$ cat config.mk
export PLATFORM = sky130hd
export DESIGN_NAME = ssbcc_uart_tx
export DESIGN_NICKNAME = d
export VERILOG_FILES = /design/src/rtl/ssbcc_uart_pkg.sv /design/src/rtl/ssbcc_fifo.sv /design/src/rtl/ssbcc_uart_tx.sv
export SDC_FILE = /design/constraint.sdc
export NUM_CORES = 1
export LEC_CHECK = 0
export CAP_MARGIN = 20
export CORE_UTILIZATION = 50
export CTS_BUF_LIST = sky130_fd_sc_hd__clkbuf_8
export DETAILED_ROUTE_END_ITERATION = 7
export PLACE_DENSITY = 0.74
export SLEW_MARGIN = 20
export SYNTH_ARGS = -nofsm -noshare
export SYNTH_HDL_FRONTEND = slang
export SYNTH_HIERARCHICAL = 1
export SYNTH_SLANG_ARGS = --single-unit
$ cat constraint.sdc
create_clock -name i_clk -period 6.9 [get_ports i_clk]
set_clock_uncertainty 0.2 [all_clocks]
set_input_delay 2.07 -clock i_clk [delete_from_list [all_inputs] [get_ports i_clk]]
set_output_delay 2.07 -clock i_clk [all_outputs]
set_load 0.02 [all_outputs]
$ cat src/rtl/ssbcc_uart_pkg.sv
// Shared constants and helpers for the ssbcc UART peripherals.
package ssbcc_uart_pkg;

  localparam logic [1:0] IDLE  = 2'd0;
  localparam logic [1:0] START = 2'd1;
  localparam logic [1:0] DATA  = 2'd2;
  localparam logic [1:0] STOP  = 2'd3;

  localparam int FRAME_BITS = 10;

  // Width of a counter that must hold 0..clk_per_bit-1; never narrower than 1 bit.
  function automatic int baud_cnt_width(input int clk_per_bit);
    return (clk_per_bit <= 2) ? 1 : $clog2(clk_per_bit);
  endfunction

endpackage

$ cat src/rtl/ssbcc_fifo.sv
// Synchronous first-word-fall-through FIFO; head word is visible on o_data while non-empty.
// Pushes while full and pops while empty are ignored; fullness is judged on the pre-edge count.
module ssbcc_fifo #(
  parameter int WIDTH = 8,
  parameter int DEPTH = 16
) (
  input  logic             i_clk,
  input  logic             i_rst,
  input  logic             i_push,
  input  logic             i_pop,
  input  logic [WIDTH-1:0] i_data,
  output logic [WIDTH-1:0] o_data,
  output logic             o_empty,
  output logic             o_full
);

  localparam int AW = (DEPTH <= 2) ? 1 : $clog2(DEPTH);
  localparam logic [AW:0] FULL_CNT = (AW+1)'(DEPTH);

  logic [WIDTH-1:0] mem_q [DEPTH];
  logic [AW-1:0]    wr_ptr_q, rd_ptr_q;
  logic [AW:0]      count_q;
  logic             do_push, do_pop;

  assign o_empty = (count_q == '0);
  assign o_full  = (count_q == FULL_CNT);
  assign do_push = i_push & ~o_full;
  assign do_pop  = i_pop & ~o_empty;
  assign o_data  = mem_q[rd_ptr_q];

  always_ff @(posedge i_clk) begin
    if (do_push) begin
      mem_q[wr_ptr_q] <= i_data;
    end
  end

  // Pointers wrap naturally because DEPTH is a power of two.
  always_ff @(posedge i_clk or posedge i_rst) begin
    if (i_rst) begin
      wr_ptr_q <= '0;
      rd_ptr_q <= '0;
      count_q  <= '0;
    end else begin
      if (do_push) wr_ptr_q <= wr_ptr_q + 1'b1;
      if (do_pop)  rd_ptr_q <= rd_ptr_q + 1'b1;
      case ({do_push, do_pop})
        2'b10:   count_q <= count_q + 1'b1;
        2'b01:   count_q <= count_q - 1'b1;
        default: count_q <= count_q;
      endcase
    end
  end

endmodule

$ cat src/rtl/ssbcc_uart_tx.sv
// Outport UART transmitter: queues bytes in a FIFO and sends them as 8N1 frames on o_uart_tx.
// Back-to-back frames leave no idle gap; writes while full are dropped and latch o_ovf.
module ssbcc_uart_tx
  import ssbcc_uart_pkg::*;
#(
  parameter int CLK_PER_BIT = 10,
  parameter int FIFO_DEPTH  = 16
) (
  input  logic       i_clk,
  input  logic       i_rst,
  input  logic       i_wr,
  input  logic [7:0] i_wr_data,
  output logic       o_uart_tx,
  output logic       o_busy,
  output logic       o_full,
  output logic       o_ovf
);

  localparam int BW = baud_cnt_width(CLK_PER_BIT);
  localparam logic [BW-1:0] BAUD_LAST = BW'(CLK_PER_BIT - 1);

  logic [1:0]    state_q, state_d;
  logic [BW-1:0] baud_q, baud_d;
  logic [2:0]    bit_q, bit_d;
  logic [7:0]    shift_q, shift_d;
  logic          tx_q, tx_d;
  logic          ovf_q, ovf_d;

  logic          fifo_pop, fifo_empty, fifo_full;
  logic [7:0]    fifo_data;
  logic          baud_done;

  ssbcc_fifo #(
    .WIDTH (8),
    .DEPTH (FIFO_DEPTH)
  ) u_fifo (
    .i_clk   (i_clk),
    .i_rst   (i_rst),
    .i_push  (i_wr),
    .i_pop   (fifo_pop),
    .i_data  (i_wr_data),
    .o_data  (fifo_data),
    .o_empty (fifo_empty),
    .o_full  (fifo_full)
  );

  assign baud_done = (baud_q == BAUD_LAST);

  always_comb begin
    state_d  = state_q;
    baud_d   = baud_done ? '0 : baud_q + 1'b1;
    bit_d    = bit_q;
    shift_d  = shift_q;
    tx_d     = tx_q;
    fifo_pop = 1'b0;
    ovf_d    = ovf_q | (i_wr & fifo_full);

    case (state_q)
      IDLE: begin
        baud_d = '0;
        tx_d   = 1'b1;
        if (!fifo_empty) begin
          fifo_pop = 1'b1;
          shift_d  = fifo_data;
          tx_d     = 1'b0;
          state_d  = START;
        end
      end
      START: begin
        if (baud_done) begin
          tx_d    = shift_q[0];
          shift_d = {1'b0, shift_q[7:1]};
          bit_d   = '0;
          state_d = DATA;
        end
      end
      DATA: begin
        if (baud_done) begin
          if (bit_q == 3'd7) begin
            tx_d    = 1'b1;
            state_d = STOP;
          end else begin
            bit_d   = bit_q + 1'b1;
            tx_d    = shift_q[0];
            shift_d = {1'b0, shift_q[7:1]};
          end
        end
      end
      default: begin
        // End of stop bit: chain straight into the next start bit when more data is queued.
        if (baud_done) begin
          if (!fifo_empty) begin
            fifo_pop = 1'b1;
            shift_d  = fifo_data;
            tx_d     = 1'b0;
            state_d  = START;
          end else begin
            tx_d    = 1'b1;
            state_d = IDLE;
          end
        end
      end
    endcase
  end

  always_ff @(posedge i_clk or posedge i_rst) begin
    if (i_rst) begin
      state_q <= IDLE;
      baud_q  <= '0;
      bit_q   <= '0;
      shift_q <= '0;
      tx_q    <= 1'b1;
      ovf_q   <= 1'b0;
    end else begin
      state_q <= state_d;
      baud_q  <= baud_d;
      bit_q   <= bit_d;
      shift_q <= shift_d;
      tx_q    <= tx_d;
      ovf_q   <= ovf_d;
    end
  end

  assign o_uart_tx = tx_q;
  assign o_busy    = (state_q != IDLE) | ~fifo_empty;
  assign o_full    = fifo_full;
  assign o_ovf     = ovf_q;

endmodule
# [Word-level counts from Yosys, hierarchy flattened]
# Memories as Yosys holds them, arrays and structs flattened.
# Cells that the tools add are included.
[word_totals] regBits=32 ramBits=128 input_bits=11 out_inout_bits=4 elab_cells=77 n_memories=1
[memory_table] name="u_fifo.mem_q" words=16 width=8 read_ports=1 rd_clocked_by_memory_dff=0 write_ports=1 line="ssbcc_fifo.sv:20" source="logic [WIDTH-1:0] mem_q [DEPTH];"
[op_classes] add_sub_neg=6 eq_ne=12 mux=31 bitwise=7 n_reduce_logical=11
[op_table] op="2-to-1 mux 8 bit" count=5
[op_table] op="case mux 8 bit (3 select lines)" count=1
[op_table] op="adder 4 x 1 -> 4 bit (second input constant)" count=3
[op_table] op="2-to-1 mux 1 bit" count=10
[op_table] op="2-to-1 mux 2 bit" count=5
[op_table] op="!= test 2 bit (second input constant)" count=5
[op_table] op="case mux 5 bit (2 select lines)" count=1
[op_table] op="2-to-1 mux 3 bit" count=3
[op_table] op="2-to-1 mux 4 bit" count=2
[op_table] op="AND reduction 4 bit" count=2
[op_table] op="nonzero test 2 bit" count=4
[op_table] op="case mux 2 bit (3 select lines)" count=1
[op_table] op="case mux 3 bit (2 select lines)" count=1
[op_table] op="adder 5 x 1 -> 5 bit (second input constant)" count=1
[op_table] op="equality test 5 bit (second input constant)" count=1
[op_table] op="zero test 5 bit" count=1
[op_table] op="AND reduction 5 bit" count=1
[op_table] op="subtractor 5 x 1 -> 5 bit (second input constant)" count=1
[op_table] op="equality test 2 x 1 -> 1 bit (second input constant)" count=2
[op_table] op="equality test 2 bit (second input constant)" count=2
[op_table] op="equality test 4 bit (second input constant)" count=1
[op_table] op="adder 3 x 1 -> 3 bit (second input constant)" count=1
[op_table] op="AND 1 bit" count=3
[op_table] op="equality test 3 bit (second input constant)" count=1
[op_table] op="other kinds (7)" count=9

# [Logic depth before layout (Yosys ltp)]
[logic_depth] word_depth=7 ltp_mapped=15 depth_no_buf=14

# [Cells and area by module]
# The synthesis kept the hierarchy.
[modules_own_cells] mod="ssbcc_fifo" instances=1 cells_each=333 area_per_inst_um2=5796.8 seq_area_each_um2=4169.0
[modules_own_cells] mod="ssbcc_uart_tx" instances=1 cells_each=95 area_per_inst_um2=1093.5 seq_area_each_um2=476.7

# [Worst setup path before layout]
# OpenSTA, ideal clock, no wires.
[synth_path] path_kind="in2reg" start="in i_wr" end="reg u_fifo.count_q[4]" setup_ps=123 arrival_time_ps=3808 required_time_ps=6577 slack_ps=2769 path_stages=11 n_path_buf=1 cell_sequence="and2_1 -> buf_4 -> inv_1 -> ha_1 -> inv_1 -> fa_1 -> nor2b_1 -> o21ai_0 -> nand3_1 -> or3b_1 -> xnor2_1"
[synth_between] elab_chain_len=3 word_cells_on_any_way=5 cone_classes="2 x eq/ne; 1 x mux; 1 x bitwise; 1 x reduce/logical"
[synth_lines] element="start, declared" line="ssbcc_uart_tx.sv:11" source="input logic i_wr,"
[synth_lines] element="AND 1 bit (*)" line="ssbcc_fifo.sv:27" source="assign do_push = i_push & ~o_full;"
[synth_lines] element="equality test 2 x 1 -> 1 bit or equality test 2 bit (tied branches)" line="ssbcc_fifo.sv:46" source="case ({do_push, do_pop})"
[synth_lines] element="case mux 5 bit (2 select lines) or nonzero test 2 bit (tied branches)"
[synth_lines] element="end signal, assigned" line="ssbcc_fifo.sv:47" source="2'b10: count_q <= count_q + 1'b1;"
[synth_lines] element="end signal, assigned" line="ssbcc_fifo.sv:48" source="2'b01: count_q <= count_q - 1'b1;"
[synth_lines] element="end signal, assigned" line="ssbcc_fifo.sv:49" source="default: count_q <= count_q;"
[synth_lines] element="end, declared" line="ssbcc_fifo.sv:22" source="logic [AW:0] count_q;"
# Mark *: on every way between the ends. The rest lies on a longest branch, timed or not.
# A chain may end at the register's enable or synchronous reset.

# [Worst setup path after layout]
# Ends and elaborated chain as after synthesis.

==> reports/metrics.cfg <==
[critical_path]
end_kind=flip-flop
cp.required_ps=7040
setup.worst_path.class=input pin to flip-flop
cp_data_arrival_time_ps=4600
crit_fanout=9
worst_setup_path_start_kind=input pin

[global_route]
grt_start_max_net_pins=52
grt_pass1_wl_um=19600
gr-total-overflow=0
grt_pass1_vias=3611
grt_usage=0.190
grt_antenna_before_repair=0

[synth]
synth-edff-count=128
yosys_warnings=6
yosys.area.top_type=edfxtp_1
avgSynthCellArea_um2=16.1
synth_seq_cells=160
synth_nets=458
yosys.area.top_type_share=0.558
synth_area_um2=6890
syn_inst=428
synth_seq_area_share=0.674
synth-main-ff-cell=edfxtp_1
yosys-top-cells-area=edfxtp_1 (56%), dfrtp_1 (11%), mux4_2 (5.2%)
yosysUniqueCellTypes=50
ys_async_sr_fraction=0.200

[floorplanning]
start_util=0.516
die_x_um=119
die_h_um=119
die-area_um2=14300
io_pins=15
core_area_um2=13300
rows=42

[routing]
vias_per_cell=5.72
wire_per_inst_um=19.5
drt-pass1-iter-count=5
vias=3612
routed_wl_um=12300
drc=0
drt_iter0_markers=292
ant_nets=0

[timing]
maxSlewViolCount=0
tightestPinTransition_ps=996
setup_viol=0
maxSlewHeadroom=0.331
setup_tns_ps=0
period_needed_ps=4460
rsz0062_at_grt=no
hold_viol=0
fin_crit_sh=0.647
max_freq_mhz=224

[min_path]
min_path_type=flip-flop to flip-flop

[cts]
clk_path_buf_depth=2
cts_sinks=160
clk_pin_slew_ps=90
cts_buffers=17
post_cts_buffers=0
cts_hold_buf=0
cts_tree=done
clk_latency_ps=460
post_cts.resized_instances=0
cts_root_buf=clkbuf_8
cts.htree.levels=4

[pwr]
power.density_cell_area_nw_per_um2=282
power.leakage_nw=2.82
power_mw=2.12
max-vdd-ir-drop_v=0.000143

[placement]
hpwl_um=8050
port_buffers=14
place.gp.congestion=0.791

[layout]
fin_nets=472
final_common_cell=edfxtp_1
n_antenna_cell=0
final_cell_mix=edfxtp_1 (128), dfrtp_1 (30), mux2i_1 (27)
n_fill_cell=1049
area_delta_synth_final_pct=9.17
multi_input_area_um2=2060
layout-drive-gt1-share=0.185
regArea_um2=4650

[flow_run]
maxCapViolCount=0

[outcome]
status=finished, final reports clean

layout make-up:
cell class	instances	area share
Clock inverter	15	0.0211
Tap cell	176	0.0293
Sequential cell	160	0.618
Inverter	14	0.00699
Multi-Input combinational cell	233	0.273
Clock buffer	17	0.0311
Timing Repair Buffer	16	0.0203
stage by stage:
step / utilization / worst slack [ps] / area (um^2) / hold slack, ps / instances
floorplan: - / 2770 / 6890 / 259 / 428
finish: 0.564 / 2440 / 7520 / 261 / 631
global placement: 0.532 / 2070 / 7110 / 239 / 598
global route: 0.564 / 2350 / 7520 / 291 / 631
detailed placement: 0.533 / 2010 / 7110 / 243 / 599
CTS: 0.562 / 2450 / 7500 / 264 / 631
flip-flops by register name (all words and copies together) (netlist names):
register	cells
u_fifo/wr_ptr_q	4
shift_q	8
o_ovf	1
u_fifo/rd_ptr_q	4
state_q	2
u_fifo/mem_q	128
bit_q	3
u_fifo/count_q	5
baud_q	4
o_uart_tx	1
synth_stat cells (all sizes together) (2+ instances only):
cell type and n:
a221oi 8, inv 14, nor2 17, o21ai 22, and3 2, nor2b 6
clkbuf 6, ha 18, and3b 2, xnor2 8, a221o 2, buf 15
a21oi 14, edfxtp 128, and2 2, mux2 26, mux2i 27, a22oi 8
xor2 3, nand2 23, nand2b 3, mux4 16, nand3 2, nor3 5
a21o 2, dfrtp 31, or3b 3
per-layer routing:
layer	global-route usage	vias to the layer above	wire length [um]
met2	0.290	121	5810
met1	0.255	1813	5400
li1	-	1660	-
met3	0.0603	18	858
met5	0	-	0
met4	0.0742	0	201
worst max-delay path, stage by stage:
cell and delay [ps]:
clkdlybuf4s50_1 470, and2_1 380, inv_1 90, ha_1 260, ha_1 330, nor2b_1 140, o21ai_0 220, a21oi_1 110
or3b_1 370, xnor2_1 130
report_power, final:
| part | switching (mW) | total, mW | internal (mW) | leakage [nW] |
|---|---|---|---|---|
| sequential | 0.0547 | 1.20 | 1.15 | 1.54 |
| combinational | 0.147 | 0.235 | 0.0880 | 1.09 |
| clock | 0.357 | 0.682 | 0.325 | 0.189 |
| total | 0.559 | 2.12 | 1.56 | 2.82 |
logic make-up (layout without fill, tap and decap cells):
logic type | count (synthesis) | in the layout | synth area share
compound gates | 64 | 64 | 0.0599
xor+xnor | 11 | 11 | 0.0140
fa+ha+maj | 19 | 19 | 0.0356
buf+inv | 35 | 62 | 0.0298
flops | 160 | 160 | 0.674
mux | 69 | 69 | 0.135
simple gates | 70 | 70 | 0.0519
worst paths after layout:
kind / startpoint / endpoint / slack, ps / cells past startpoint
setup / recovery: i_wr / u_fifo/count_q[4] / 2440 / 10
hold / removal: o_ovf / o_ovf / 260 / 1
setup reg to reg: baud_q[1] / u_fifo/count_q[4] / 3440 / 14
hold reg to reg: o_ovf / o_ovf / 260 / 1
max in group asynchronous: i_rst / shift_q[1] / 4100 / 2
min in group asynchronous: i_rst / u_fifo/wr_ptr_q[2] / 1800 / 2
No activity file was read; power rests on OpenSTA's default activity.
